<file path="src/rtl/program_loader_if.sv">
// Byte-stream input and instruction-memory write port of the program loader.
`timescale 1ns/1ps
interface program_loader_if #(
  parameter int ADDR_W = 5
);
  logic              in_valid;
  logic [7:0]        in_data;
  logic              in_ready;
  logic              mem_we;
  logic [ADDR_W-1:0] mem_addr;
  logic [31:0]       mem_wdata;

  modport master (
    output in_valid, in_data,
    input  in_ready, mem_we, mem_addr, mem_wdata
  );

  modport slave (
    input  in_valid, in_data,
    output in_ready, mem_we, mem_addr, mem_wdata
  );
endinterface

</file>
<file path="src/rtl/program_loader.sv">
// Length-prefixed, little-endian byte-stream writer for the CPU instruction memory.
// Optional trailing XOR checksum byte when PROGRAM_LOADER_CHECKSUM_EN is defined.
`timescale 1ns/1ps
module program_loader #(
  parameter int WORDS  = 32,
  parameter int ADDR_W = $clog2(WORDS)
) (
  input  logic              clk,
  input  logic              reset_n,
  program_loader_if.slave   bus,
  output logic              cpu_reset,
  output logic              done,
  output logic              error,
  output logic [ADDR_W:0]   words_loaded
);

  typedef enum logic [2:0] {
    IDLE  = 3'd0,
    LOAD  = 3'd1,
`ifdef PROGRAM_LOADER_CHECKSUM_EN
    CHECK = 3'd2,
`endif
    DONE  = 3'd3,
    ERROR = 3'd4
  } state_t;

  localparam logic [8:0] WORDS_C = 9'(WORDS);

  state_t            state_r;
  logic [ADDR_W:0]   count_r;
  logic [1:0]        byte_idx_r;
  logic [ADDR_W-1:0] word_idx_r;
  logic [31:0]       word_r;
  logic              in_ready_r;
  logic              mem_we_r;
  logic [ADDR_W-1:0] mem_addr_r;
  logic [31:0]       mem_wdata_r;
  logic              cpu_reset_r;
  logic              done_r;
  logic              error_r;
  logic [ADDR_W:0]   words_loaded_r;
  logic              xfer_s;
  logic              last_word_s;
  logic [31:0]       next_word_s;

`ifdef PROGRAM_LOADER_CHECKSUM_EN
  logic [7:0]        csum_r;

  function automatic logic [7:0] csum_next(input logic [7:0] acc, input logic [7:0] b);
    return acc ^ b;
  endfunction
`endif

  assign xfer_s      = bus.in_valid && in_ready_r;
  assign last_word_s = ({1'b0, word_idx_r} == (count_r - {{ADDR_W{1'b0}}, 1'b1}));
  // Bytes shift in from the top so the first byte ends up in bits [7:0].
  assign next_word_s = {bus.in_data, word_r[31:8]};

  // Loader state machine with all outputs registered.
  always_ff @(posedge clk or negedge reset_n) begin
    if (!reset_n) begin
      state_r        <= IDLE;
      count_r        <= '0;
      byte_idx_r     <= 2'd0;
      word_idx_r     <= '0;
      word_r         <= 32'd0;
      in_ready_r     <= 1'b0;
      mem_we_r       <= 1'b0;
      mem_addr_r     <= '0;
      mem_wdata_r    <= 32'd0;
      cpu_reset_r    <= 1'b1;
      done_r         <= 1'b0;
      error_r        <= 1'b0;
      words_loaded_r <= '0;
`ifdef PROGRAM_LOADER_CHECKSUM_EN
      csum_r         <= 8'd0;
`endif
    end else begin
      mem_we_r <= 1'b0;
      case (state_r)
        IDLE: begin
          in_ready_r <= 1'b1;
          if (xfer_s) begin
            if ((bus.in_data == 8'd0) || ({1'b0, bus.in_data} > WORDS_C)) begin
              state_r    <= ERROR;
              in_ready_r <= 1'b0;
              error_r    <= 1'b1;
            end else begin
              state_r    <= LOAD;
              count_r    <= bus.in_data[ADDR_W:0];
              byte_idx_r <= 2'd0;
              word_idx_r <= '0;
            end
          end
        end
        LOAD: begin
          if (xfer_s) begin
            word_r     <= next_word_s;
            byte_idx_r <= byte_idx_r + 2'd1;
`ifdef PROGRAM_LOADER_CHECKSUM_EN
            csum_r     <= csum_next(csum_r, bus.in_data);
`endif
            if (byte_idx_r == 2'd3) begin
              mem_we_r       <= 1'b1;
              mem_addr_r     <= word_idx_r;
              mem_wdata_r    <= next_word_s;
              words_loaded_r <= words_loaded_r + {{ADDR_W{1'b0}}, 1'b1};
              word_idx_r     <= word_idx_r + {{(ADDR_W-1){1'b0}}, 1'b1};
              if (last_word_s) begin
`ifdef PROGRAM_LOADER_CHECKSUM_EN
                state_r    <= CHECK;
`else
                state_r    <= DONE;
                in_ready_r <= 1'b0;
`endif
              end
            end
          end
        end
`ifdef PROGRAM_LOADER_CHECKSUM_EN
        CHECK: begin
          if (xfer_s) begin
            in_ready_r <= 1'b0;
            if (bus.in_data == csum_r) begin
              state_r     <= DONE;
              done_r      <= 1'b1;
              cpu_reset_r <= 1'b0;
            end else begin
              state_r <= ERROR;
              error_r <= 1'b1;
            end
          end
        end
`endif
        DONE: begin
          in_ready_r  <= 1'b0;
          done_r      <= 1'b1;
          cpu_reset_r <= 1'b0;
        end
        ERROR: begin
          in_ready_r  <= 1'b0;
          error_r     <= 1'b1;
          cpu_reset_r <= 1'b1;
        end
        default: begin
          state_r     <= ERROR;
          in_ready_r  <= 1'b0;
          cpu_reset_r <= 1'b1;
        end
      endcase
    end
  end

  assign bus.in_ready  = in_ready_r;
  assign bus.mem_we    = mem_we_r;
  assign bus.mem_addr  = mem_addr_r;
  assign bus.mem_wdata = mem_wdata_r;
  assign cpu_reset     = cpu_reset_r;
  assign done          = done_r;
  assign error         = error_r;
  assign words_loaded  = words_loaded_r;

endmodule
</file>
<file path="src/flat_wrapper.sv">
// flat-port wrapper written by rule: the top's interface ports become plain ports
module program_loader_flat 
#(
  parameter int WORDS  = 32,
  parameter int ADDR_W = $clog2(WORDS)
)
  (clk, reset_n, cpu_reset, done, error, words_loaded, bus_in_valid, bus_in_data, bus_in_ready, bus_mem_we, bus_mem_addr, bus_mem_wdata);
  program_loader_if #(.ADDR_W(ADDR_W)) bus_i ();
  input  logic clk;
  input  logic reset_n;
  output logic cpu_reset;
  output logic done;
  output logic error;
  output logic [ADDR_W:0] words_loaded;
  input wire logic [$bits(bus_i.in_valid)-1:0] bus_in_valid;
  input wire logic [$bits(bus_i.in_data)-1:0] bus_in_data;
  output wire logic [$bits(bus_i.in_ready)-1:0] bus_in_ready;
  output wire logic [$bits(bus_i.mem_we)-1:0] bus_mem_we;
  output wire logic [$bits(bus_i.mem_addr)-1:0] bus_mem_addr;
  output wire logic [$bits(bus_i.mem_wdata)-1:0] bus_mem_wdata;
  assign bus_i.in_valid = bus_in_valid;
  assign bus_i.in_data = bus_in_data;
  assign bus_in_ready = bus_i.in_ready;
  assign bus_mem_we = bus_i.mem_we;
  assign bus_mem_addr = bus_i.mem_addr;
  assign bus_mem_wdata = bus_i.mem_wdata;
  program_loader #(.WORDS(WORDS), .ADDR_W(ADDR_W)) u_core (.clk(clk), .reset_n(reset_n), .bus(bus_i), .cpu_reset(cpu_reset), .done(done), .error(error), .words_loaded(words_loaded));
endmodule
</file>
<file path="config.mk">
export PLATFORM = sky130hd
export DESIGN_NAME = program_loader_flat
export DESIGN_NICKNAME = d
export VERILOG_FILES = /design/src/rtl/program_loader_if.sv /design/src/rtl/program_loader.sv /design/src/flat_wrapper.sv
export SDC_FILE = /design/constraint.sdc
export NUM_CORES = 1
export LEC_CHECK = 0
export CORE_MARGIN = 3
export CORE_UTILIZATION = 30
export CTS_BUF_LIST = sky130_fd_sc_hd__clkbuf_16
export DETAILED_ROUTE_END_ITERATION = 7
export PLACE_DENSITY = 0.5
export RECOVER_POWER = 50
export SLEW_MARGIN = 20
export SYNTH_ARGS = -nofsm -noshare
export SYNTH_HDL_FRONTEND = slang
export SYNTH_SLANG_ARGS = --single-unit
</file>
<file path="constraint.sdc">
create_clock -name clk -period 2.4 [get_ports clk]
set_input_delay 0.48 -clock clk [delete_from_list [all_inputs] [get_ports clk]]
set_output_delay 0.48 -clock clk [all_outputs]
set_load 0.02 [all_outputs]
</file>
* Word-level counts from Yosys, hierarchy flattened
Cells that the tools add are included.
Operators by class: muxes and demuxes 28, magnitude comparators 1, add/sub/neg operators 4, bitwise operators 2, reductions and logical operators 16, equality and inequality tests 11
Operators by type and width (number):
- $mux W5 | 4
- $mux W3 | 5
- $reduce_and A3 Y1 | 4
- $mux W1 | 10
- $ne A2 B1 Y1 const B | 5
- $pmux W5 S2 | 1
- $reduce_and A5 Y1 | 2
- $pmux W3 S3 | 1
- $gt A8 B6 Y1 const B | 1
- $logic_not A8 Y1 | 1
- $add A6 B1 Y6 const B | 1
- $eq A5 B6 Y1 | 1
- $mux W2 | 3
- $pmux W1 S2 | 3
- $sub A6 B1 Y6 const B | 1
- $add A5 B1 Y5 const B | 1
- $pmux W2 S2 | 1
- $reduce_and A4 Y1 | 1
- $reduce_bool A2 Y1 | 2
- $reduce_or A2 Y1 | 2
- $eq A3 B1 Y1 const B | 1
- $eq A3 B2 Y1 const B | 1
- $eq A3 B3 Y1 const B | 1
- $logic_not A3 Y1 | 1
- other kinds (7) | 8
Storage, ports and cells: flip-flop bits (word level) 96, output and inout port bits 48, input port bits 11, word-level logic and storage cells 75

* Depth between registers and ports, before layout
Gate-level depths: netlist of the first run.
depth in word-level cells 6, mapped depth 7, gate-level depth less buffers 7

* Worst setup path before layout of the first run
No wires, ideal clock.
path type input port to flip-flop, start point input bus_in_data[0], end point register u_core.word_idx_r[3], cell stages on the path 6, slack 0.292 ns, arrival 2.029 ns, buffers on the path 1, library setup time 0.079 ns, required time 2.321 ns, cell sequence or4_1 > or3_1 > and4_4 > buf_2 > o2111ai_2 > mux2i_1
Between the ends: word-level cells in the longest chain between the ends 4, elaborated cells on any way between the ends 5, classes of those cells 1 x order compare; 1 x eq/ne; 3 x reduce/logical
Ends and longest elaborated chain:
- from (decl) | RTL line flat_wrapper.sv:16 | input wire logic [$bits(bus_i.in_data)-1:0] bus_in_data;
- $gt A8 B6 Y1 / $logic_not A8 Y1 (equally long branches) | RTL line program_loader.sv:84 | if ((bus.in_data == 8'd0) || ({1'b0, bus.in_data} > WORDS_C)) begin
- $logic_or A1 B1 Y1 (*) | RTL line program_loader.sv:84
- $ne A2 B2 Y1 (no line) (*)
- $reduce_and A5 Y1 (no line) (*)
- to (signal assigned) | RTL line program_loader.sv:108 | word_idx_r <= word_idx_r + {{(ADDR_W-1){1'b0}}, 1'b1};
- to (decl) | RTL line program_loader.sv:32 | logic [ADDR_W-1:0] word_idx_r;
Mark *: on every way between the ends. The rest lies on a longest branch, timed or not. A chain may end at the register's enable or synchronous reset.

* Final worst setup path of the first run
start point input bus_in_data[3], end point register u_core.word_idx_r[4]
The elaborated chain is that of the path after synthesis.

==> flow_metrics.py, run 1 <==
metrics = {
    "clock_network": {
        "cts_buffers": 9,
        "cts_tree": "done",
        "cts_buffer_depth": 2,
        "clk_root_buffer_cell": "clkbuf_16",
        "clock_latency_ps": 330,
        "hold_buffers": 0,
        "path_clk_slew_ps": 60,
        "clkSinkCount": 88,
        "cts_setup_buffers": 0,
        "cts_max_level": 3,
    },
    "critical_path": {
        "end_kind": "flop",
        "r2r-start": "u_core.state_r[1]",
        "critPathLaunchType": "input port",
        "r2r_setup_slack_ps": 370,
        "worstSetupPathType": "input port to flop",
        "cp_max_fo": 3,
        "crit_start": "bus_in_data[3]",
        "arrival_ps": 2570,
        "cp.required_ps": 2660,
    },
    "logic_synthesis": {
        "syn_nets": 359,
        "ys_types": 38,
        "yosysWarnings": 0,
        "synthCells": 344,
        "syn_area_per_cell_um2": 10.4,
        "synth_top_area_frac": 0.606,
        "synth_flop_cell": "dfrtp_1",
        "netlist_area_mm2": 0.00359,
        "synth_edf_count": 0,
        "post_synth_most_frequent_cells": "137 x nand2_1, 87 x dfrtp_1, 24 x mux2_2",
        "synthTopCellsByArea": "dfrtp_1 61%, nand2_1 14%, mux2_2 7.5%",
        "yosys_register_bits": 88,
        "synth_area_leader_cell": "dfrtp_1",
        "synth_most_common_cell": "nand2_1",
        "async_reset_ff_frac": 1.00,
        "ys_seq_area_frac": 0.613,
    },
    "floorplan": {
        "die_w_um": 115,
        "core_area_mm2": 0.0116,
        "io_pins": 59,
        "die_area_mm2": 0.0133,
        "rows": 39,
        "start_util": 0.311,
        "fp.dieH_um": 115,
    },
    "timing": {
        "finalMaxSlewViolations": 36,
        "rsz0062_at_grt": "no",
        "setup_violations": 0,
        "hold_viol": 0,
        "tightest_slew_ps": 1900,
        "skew_ps": 8.46,
        "min_period_over_period": 0.960,
        "max-slew-margin-rel": -0.266,
        "max_freq_ghz": 0.434,
        "post-route-min-period_ps": 2300,
    },
    "cells_and_area": {
        "drive_above_1_share": 0.143,
        "antennaDiodeCount": 0,
        "final_nets": 430,
        "fillerInstances": 1166,
        "syn_to_final_growth_pct": 31.0,
        "fin_cells": 563,
    },
    "grt": {
        "grt_pass1_vias": 2720,
        "grt_pass1_wl_um": 13400,
        "globalRouteOverflowTotal": 0,
        "grtUsageTotal": 0.127,
        "grt_max_degree": 55,
        "antenna_found_initial": 0,
    },
    "drt": {
        "totalWireLength_um": 7780,
        "avgRoutedWirePerCell_um": 13.8,
        "drt_first_iter_violations": 109,
        "via_per_inst": 4.58,
        "first_pass_iters": 4,
        "drc": 0,
        "ant_nets": 0,
        "vias": 2577,
    },
    "power_and_ir_drop": {
        "power_leakage_uw": 0.00242,
        "power_uw": 2840,
        "power_density_mw_per_mm2": 605,
        "ir_drop_mv": 0.282,
    },
    "worst_hold_path": {
        "worstHoldStart": "u_core.done",
        "hp-class": "flop to flop",
    },
    "placed_design": {
        "portBuffers": 58,
        "placed_cells_incl_taps": 547,
        "place_congestion": 0.796,
        "hpwl_um": 5410,
    },
    "status": {
        "status": "finished, violations left",
        "violations": "max-capacitance violations, max-slew violations",
    },
    "job": {
        "maxCapViolations": 1,
    },
}
[repair_timing]
action	4_1_cts	5_1_grt
endpoints found under the hold margin	0	0
setup endpoints to repair	0	3
gates resized for setup	0	3
[stage by stage]
stage          cell area [um^2]  setup slack [ps]  hold slack, ps   util  setup TNS, ps
5_1_grt                    4700              9.15             476  0.407              0
4_1_cts                    4720              33.3             114  0.408              0
6_report                   4700              95.9             456  0.407              0
3_5_place_dp               4440              -302             452  0.384          -2390
2_1_floorplan              3590               292             184      -              0
3_3_place_gp               4440              -297             448  0.384          -2040
[report_power, final]
group	total (uW)	leakage (uW)	switching (uW)	internal, uW
Clock	1300	0.000136	585	712
Combinational	64.9	0.00108	43.5	21.4
Sequential	1480	0.00120	0	1480
Total	2840	0.00242	628	2220
[worst max-delay path, cell delays in order]
cell and delay, ps:
clkdlybuf4s50_1 450, or4_4 540, or3_1 360, and4_4 210, or4_1 460, nand2_1 70
[cell usage in the layout (no fill, tap or decap), types with 2 or more instances in the layout]
cell,Yosys,final
nand2_1,137,137
dfrtp_1,87,87
clkdlybuf4s50_1,0,43
mux2_2,24,24
dlygate4sd3_1,0,12
buf_4,0,12
nor2_1,10,10
xnor2_1,9,9
clkbuf_16,0,9
o21ai_0,8,8
nand4_1,6,6
inv_1,4,5
nand3_1,4,4
nor3_1,4,4
a21oi_1,4,4
nand2b_1,4,4
ha_1,4,4
a21o_1,2,2
xor2_1,2,2
inv_6,0,2
dlymetal6s2s_1,0,2
clkbuf_1,7,2
[layout make-up]
type | instances | area, um^2 | area share
Clock buffer | 9 | 225 | 0.0479
Clock inverter | 7 | 53.8 | 0.0114
Timing Repair Buffer | 74 | 709 | 0.151
Multi-Input combinational cell | 237 | 1320 | 0.280
Inverter | 5 | 18.8 | 0.00399
Sequential cell | 88 | 2200 | 0.468
Tap cell | 143 | 179 | 0.0380
[flip-flops by register name, indices dropped and copies added, names as in the netlist]
register / flops
u_core.bus.mem_wdata: 32
u_core.word_r: 24
u_core.count_r: 6
u_core.words_loaded: 6
u_core.bus.mem_addr: 5
u_core.word_idx_r: 5
u_core.state_r: 3
u_core.byte_idx_r: 2
u_core.bus.in_ready: 1
u_core.bus.mem_we: 1
u_core.cpu_reset: 1
u_core.done: 1
u_core.error: 1
[layer usage]
| layer | vias up | track usage | share of wire |
|---|---|---|---|
| li1 | 1274 | - | - |
| met1 | 1250 | 0.174 | 0.48 |
| met2 | 46 | 0.199 | 0.46 |
| met3 | 7 | 0.0251 | 0.040 |
| met4 | 0 | 0.0493 | 0.020 |
| met5 | - | 0 | 0 |
[final timing paths]
| path | endpoint | cells past startpoint |
|---|---|---|
| setup reg to reg | u_core.words_loaded[5] | 6 |
| hold / removal | u_core.done | 1 |
| hold reg to reg | u_core.done | 1 |
| max in group asynchronous | u_core.cpu_reset | 2 |
| setup / recovery | u_core.word_idx_r[4] | 6 |
| min in group asynchronous | u_core.bus.mem_wdata[10] | 1 |
[cell families (layout without fill, tap and decap cells)]
logic type,after synthesis,in the layout,synth area share
AND/OR/NAND/NOR,175,175,0.204
flip-flops,88,88,0.613
multiplexers,25,25,0.0780
AO/OA/AOI/OAI,22,22,0.0418
buffers and inverters,19,95,0.0216
XOR/XNOR,11,11,0.0268
adder cells (fa/ha/maj),4,4,0.0139
Note: power is estimated with default switching activity, not from simulation.
==> inputs of run 2 (changes only) <==
--- a/config.mk
+++ b/config.mk
@@ -6,10 +6,10 @@
 export NUM_CORES = 1
 export LEC_CHECK = 0
 export CORE_MARGIN = 3
-export CORE_UTILIZATION = 30
+export CORE_UTILIZATION = 53
 export CTS_BUF_LIST = sky130_fd_sc_hd__clkbuf_16
 export DETAILED_ROUTE_END_ITERATION = 7
-export PLACE_DENSITY = 0.5
+export PLACE_DENSITY = 0.79
 export RECOVER_POWER = 50
 export SLEW_MARGIN = 20
 export SYNTH_ARGS = -nofsm -noshare
==> constraint.sdc (replaced) <==
create_clock -name clk -period 2.3 [get_ports clk]
set_input_delay 0.46 -clock clk [delete_from_list [all_inputs] [get_ports clk]]
set_output_delay 0.46 -clock clk [all_outputs]
set_load 0.02 [all_outputs]
==> run 2 against run 1 <==
Against the previous run:
- the run still ends with max-capacitance violations, max-slew violations left
- clock-buffer cell count did not move
- combinational power grew 11%
- sequential cell count unchanged
- utilization is 32 points higher
- routed wire length up 0.18%
- clock power rose by 18%
- final cell count fell by 11%
- critical path type unchanged
- largest power group unchanged
==> flow_metrics.py, run 2 (synthesized netlist as in run 1, its figures left out) <==
metrics = {
    "clock_network": {
        "cts_setup_buffers": 0,
        "post_cts_resized": 1,
        "hold_buffers": 0,
        "cts_buffers": 9,
        "clock_latency_ps": 330,
        "clk_root_buffer_cell": "clkbuf_16",
        "clkSinkCount": 88,
        "path_clk_slew_ps": 60,
        "cts_tree": "done",
        "cts_max_level": 3,
        "cts_buffer_depth": 2,
    },
    "timing": {
        "whs_ps": 453,
        "hold_viol": 0,
        "finalMaxSlewViolations": 37,
        "max_freq_ghz": 0.445,
        "min_period_over_period": 0.977,
        "setup_violations": 0,
        "skew_ps": 7.20,
        "rsz0062_at_grt": "no",
        "tightest_slew_ps": 2010,
        "post-route-min-period_ps": 2250,
        "max-slew-margin-rel": -0.341,
    },
    "critical_path": {
        "rr_worst_depth": 6,
        "r2r-end": "u_core.words_loaded[2]",
        "end_kind": "flop",
        "cp_max_fo": 3,
        "r2r_setup_slack_ps": 200,
        "cp.required_ps": 2570,
        "crit_start": "bus_in_data[3]",
        "worstSetupPathType": "input port to flop",
        "r2r-start": "u_core.state_r[1]",
        "arrival_ps": 2520,
        "critPathLaunchType": "input port",
    },
    "floorplan": {
        "start_util": 0.556,
        "core_area_mm2": 0.00646,
        "rows": 29,
        "die_w_um": 88.3,
        "die_area_mm2": 0.00780,
        "fp.dieH_um": 88.3,
        "io_pins": 59,
    },
    "grt": {
        "grtUsageTotal": 0.220,
        "grt_max_degree": 39,
        "grt_pass1_wl_um": 13100,
        "globalRouteOverflowTotal": 0,
        "antenna_found_initial": 0,
        "grt_pass1_vias": 2710,
    },
    "cells_and_area": {
        "final_util": 0.727,
        "drive_above_1_share": 0.159,
        "largest_register_ffs": 32,
        "fin_cells": 499,
        "final_nets": 432,
        "fillerInstances": 471,
        "final_cell_mix": "137 x nand2_1, 87 x dfrtp_1, 56 x clkdlybuf4s50_1, 24 x mux2_2, 13 x buf_4",
        "antennaDiodeCount": 0,
        "final_common_cell": "nand2_1",
        "syn_to_final_growth_pct": 30.7,
    },
    "drt": {
        "drc": 0,
        "totalWireLength_um": 7790,
        "ant_nets": 0,
        "drt_first_iter_violations": 137,
        "avgRoutedWirePerCell_um": 15.6,
        "vias": 2697,
        "first_pass_iters": 4,
        "via_per_inst": 5.40,
    },
    "placed_design": {
        "place_congestion": 0.856,
        "placed_cells_incl_taps": 483,
        "portBuffers": 58,
        "hpwl_um": 5260,
    },
    "power_and_ir_drop": {
        "power_density_mw_per_mm2": 674,
        "power_uw": 3160,
        "ir_drop_mv": 0.529,
        "power_leakage_uw": 0.00239,
    },
    "status": {
        "status": "finished, violations left",
        "violations": "max-capacitance violations, max-slew violations",
    },
    "worst_hold_path": {
        "hp-class": "flop to flop",
        "holdPathStages": 1,
        "worstHoldStart": "u_core.done",
        "hold-path-endpoint": "u_core.done",
    },
    "job": {
        "maxCapViolations": 1,
    },
}
## run 2: cell types whose count changed in the layout (fill, tap and decap cells not counted), moves of 2 or more
cell / previous run / this run
clkdlybuf4s50_1: 43 / 56
clkinvlp_4: 1 / 3
clkbuf_2: 1 / 3
dlygate4sd3_1: 12 / 0
bufinv_16: 0 / 2
## run 2: how the worst max path moves through the flow
| stage | slack [ps] | cells after the start | to |
|---|---|---|---|
| 2_1_floorplan | 210 | 6 | u_core.word_idx_r[3] |
| 3_3_place_gp | -330 | 6 | u_core.word_idx_r[4] |
| 3_5_place_dp | -340 | 6 | u_core.word_idx_r[4] |
| 4_1_cts | 10 | 6 | u_core.word_idx_r[4] |
| 5_1_grt | 8 | 6 | u_core.word_idx_r[4] |
| 6_report | 50 | 6 | u_core.word_idx_r[4] |
## run 2: layer usage
| metal | GRT usage | up-vias | share of wire |
|---|---|---|---|
| met3 | 0.0428 | 13 | 0.038 |
| met4 | 0.0975 | 0 | 0.026 |
| met5 | 0 | - | 0 |
| met2 | 0.364 | 74 | 0.51 |
| met1 | 0.284 | 1330 | 0.42 |
| li1 | - | 1280 | - |
## run 2: per-stage QoR
step / worst slack, ps / instance area, um^2 / TNS, ps
floorplan: 212 / 3590 / 0
global placement: -331 / 4390 / -2560
detailed placement: -339 / 4390 / -3130
CTS: 10.7 / 4710 / 0
global route: 8.12 / 4690 / 0
finish: 53.0 / 4690 / 0
## run 2: where the power goes
part | internal (uW) | switching (uW)
Combinational | 26.2 | 45.9
Clock | 951 | 593
Sequential | 1550 | 0
Total | 2520 | 638
## run 2: layout make-up
type / count / area [um^2] / area share
Multi-Input combinational cell: 237 / 1330 / 0.283
Tap cell: 77 / 96.3 / 0.0205
Clock inverter: 7 / 95.1 / 0.0203
Timing Repair Buffer: 76 / 729 / 0.155
Sequential cell: 88 / 2200 / 0.469
Inverter: 5 / 18.8 / 0.00400
Clock buffer: 9 / 225 / 0.0480
## run 2: critical path: stages
cell and delay (ps):
clkdlybuf4s50_1 440, or4_4 520, or3_4 350, and4_4 200, or4_1 470, nand2_1 80
==> inputs of run 3 (changes only) <==
--- a/config.mk
+++ b/config.mk
@@ -6,12 +6,14 @@
 export NUM_CORES = 1
 export LEC_CHECK = 0
 export CORE_MARGIN = 3
-export CORE_UTILIZATION = 53
-export CTS_BUF_LIST = sky130_fd_sc_hd__clkbuf_16
+export CORE_UTILIZATION = 55
+export CTS_BUF_LIST = sky130_fd_sc_hd__clkbuf_2 sky130_fd_sc_hd__clkbuf_4 sky130_fd_sc_hd__clkbuf_8
 export DETAILED_ROUTE_END_ITERATION = 7
-export PLACE_DENSITY = 0.79
+export PLACE_DENSITY = 0.82
 export RECOVER_POWER = 50
+export REMOVE_ABC_BUFFERS = 1
 export SLEW_MARGIN = 20
 export SYNTH_ARGS = -nofsm -noshare
 export SYNTH_HDL_FRONTEND = slang
 export SYNTH_SLANG_ARGS = --single-unit
+export TNS_END_PERCENT = 10
==> run 3 against run 2 <==
Against the previous run:
- the run now ends clean
- design area shrank 2.1%
- die area shrank 3.4%
- sequential power is essentially flat
- utilization grew 2.3 points
- clock-buffer cell count grew 1
- non-clock buffer count is the same
- hold slack lost 210 ps
- first-iteration DRC count shrank 35%
- sequential cell count is the same
- critical path type unchanged
==> flow_metrics.py, run 3 (synthesized netlist as in run 1, its figures left out) <==
metrics = {
    "critical_path": {
        "end_kind": "flop",
        "cp_slowest_cell": "or4_4",
        "r2r-start": "u_core.count_r[0]",
        "cp_max_fo": 3,
        "critical_path.cell_chain": "clkdlybuf4s50_1, or4_4, or3_4, and4_4, or4_1, nand2_1",
        "max_stage_delay_ps": 560,
        "worstSetupPathType": "input port to flop",
        "crit_start": "bus_in_data[0]",
        "arrival_ps": 2540,
        "cp.required_ps": 2590,
        "endpoint": "u_core.word_idx_r[4]",
        "rr_worst_depth": 8,
        "r2r_setup_slack_ps": 200,
        "critPathLaunchType": "input port",
        "r2r-end": "u_core.bus.in_ready",
    },
    "floorplan": {
        "core_area_mm2": 0.00613,
        "start_util": 0.586,
        "rows": 28,
        "die_area_mm2": 0.00754,
        "die_w_um": 86.8,
        "io_pins": 59,
        "fp.dieH_um": 86.8,
    },
    "power_and_ir_drop": {
        "power_leakage_uw": 0.00236,
        "power_density_mw_per_mm2": 636,
        "ir_drop_mv": 0.472,
    },
    "grt": {
        "grt_max_degree": 50,
        "grtUsageTotal": 0.218,
        "globalRouteOverflowTotal": 0,
        "grt_pass1_wl_um": 12700,
        "antenna_found_initial": 0,
        "grt_pass1_vias": 2634,
    },
    "placed_design": {
        "portBuffers": 58,
        "placed_area_mm2": 0.00437,
        "hpwl_um": 5090,
        "place_congestion": 0.817,
        "placed_cells_incl_taps": 481,
    },
    "cells_and_area": {
        "final_common_cell": "nand2_1",
        "final_util": 0.750,
        "final_nets": 432,
        "fillerInstances": 430,
        "fin_cells": 497,
        "antennaDiodeCount": 0,
        "largest_register_ffs": 32,
        "drive_above_1_share": 0.156,
        "fin_area_mm2": 0.00460,
        "final_cell_mix": "137 x nand2_1, 87 x dfrtp_1, 56 x clkdlybuf4s50_1, 24 x mux2_2, 11 x buf_4",
        "syn_to_final_growth_pct": 28.0,
    },
    "job": {
        "maxCapViolations": 0,
    },
    "status": {
        "status": "finished clean",
    },
    "clock_network": {
        "cts_tree": "done",
        "cts_max_level": 3,
        "cts_buffers": 9,
        "clkSinkCount": 88,
        "cts_buffer_depth": 2,
        "clk_root_buffer_cell": "clkbuf_8",
        "path_clk_slew_ps": 90,
        "clock_latency_ps": 350,
    },
    "timing": {
        "max_freq_ghz": 0.445,
        "post-route-min-period_ps": 2250,
        "setup_violations": 0,
        "finalMaxSlewViolations": 0,
        "whs_ps": 244,
        "max-slew-margin-rel": 0.288,
        "setup_tns_ps": 0,
        "skew_ps": 3.30,
        "min_period_over_period": 0.978,
        "tightest_slew_ps": 1070,
        "hold_viol": 0,
    },
    "drt": {
        "avgRoutedWirePerCell_um": 14.8,
        "drc": 0,
        "ant_nets": 0,
        "drt_first_iter_violations": 89,
        "via_per_inst": 5.27,
        "vias": 2620,
        "first_pass_iters": 4,
        "totalWireLength_um": 7370,
    },
    "worst_hold_path": {
        "hp-class": "input port to async pin",
    },
}
run 3: cell types whose count changed in the layout (fill, tap and decap cells not counted), sizes merged:
cell          previous run  this run
buf                     15        13
bufinv                   2         3
clkbuf                  13        16
clkinvlp                 3         1
dlygate4sd3              0         1
dlymetal6s2s             1         0
run 3: worst min-delay path by stage:
| stage | from | to | slack (ps) | depth (start not counted) |
|---|---|---|---|---|
| floorplan | reset_n | u_core.bus.in_ready | 160 | 0 |
| global placement | u_core.done | u_core.done | 440 | 1 |
| detailed placement | u_core.done | u_core.done | 450 | 1 |
| CTS | reset_n | u_core.words_loaded[5] | 90 | 1 |
| global route | reset_n | u_core.words_loaded[5] | 320 | 1 |
| finish | reset_n | u_core.words_loaded[5] | 240 | 1 |
run 3: worst max-delay path, delay by kind of cell:
kind / cells / cell delay [ps]
simple gates: 5 / 1640
buf+inv: 1 / 440
run 3: where the power goes:
group          leakage, uW  total, uW  switching (uW)  internal, uW
clock network     0.000123       1310             555           757
logic              0.00104       65.1            43.2          21.9
registers          0.00120       1550               0          1550
run 3: repair_timing:
action / in CTS / in global routing
buffers inserted: 0 / 0
hold buffers: 0 / 0
endpoints found under the hold margin: 0 / 0
endpoints found under the setup margin: 0 / 4
resized for setup: 0 / 3
run 3: final cells by class:
type / count / area, um^2 / area share
sequential: 88 / 2200 / 0.479
multi-input combinational: 237 / 1320 / 0.287
timing repair buffer: 76 / 708 / 0.154
clock buffer: 10 / 138 / 0.0299
clock inverter: 6 / 115 / 0.0250
tap: 75 / 93.8 / 0.0204
inverter: 5 / 18.8 / 0.00408
run 3: metal layers:
metal | up-vias | GRT usage | share of wire
met2 | 71 | 0.353 | 0.50
met5 | - | 0 | 0
met1 | 1274 | 0.293 | 0.45
li1 | 1271 | - | -
met4 | 0 | 0.0637 | 0.0061
met3 | 4 | 0.0504 | 0.046
run 3: per-stage QoR:
stage | total power (uW) | worst slack, ps
floorplan | 1580 | -646
global placement | 1650 | -302
detailed placement | 1650 | -323
CTS | 2950 | 34.3
global route | 3010 | -12.3
finish | 2920 | 50.4
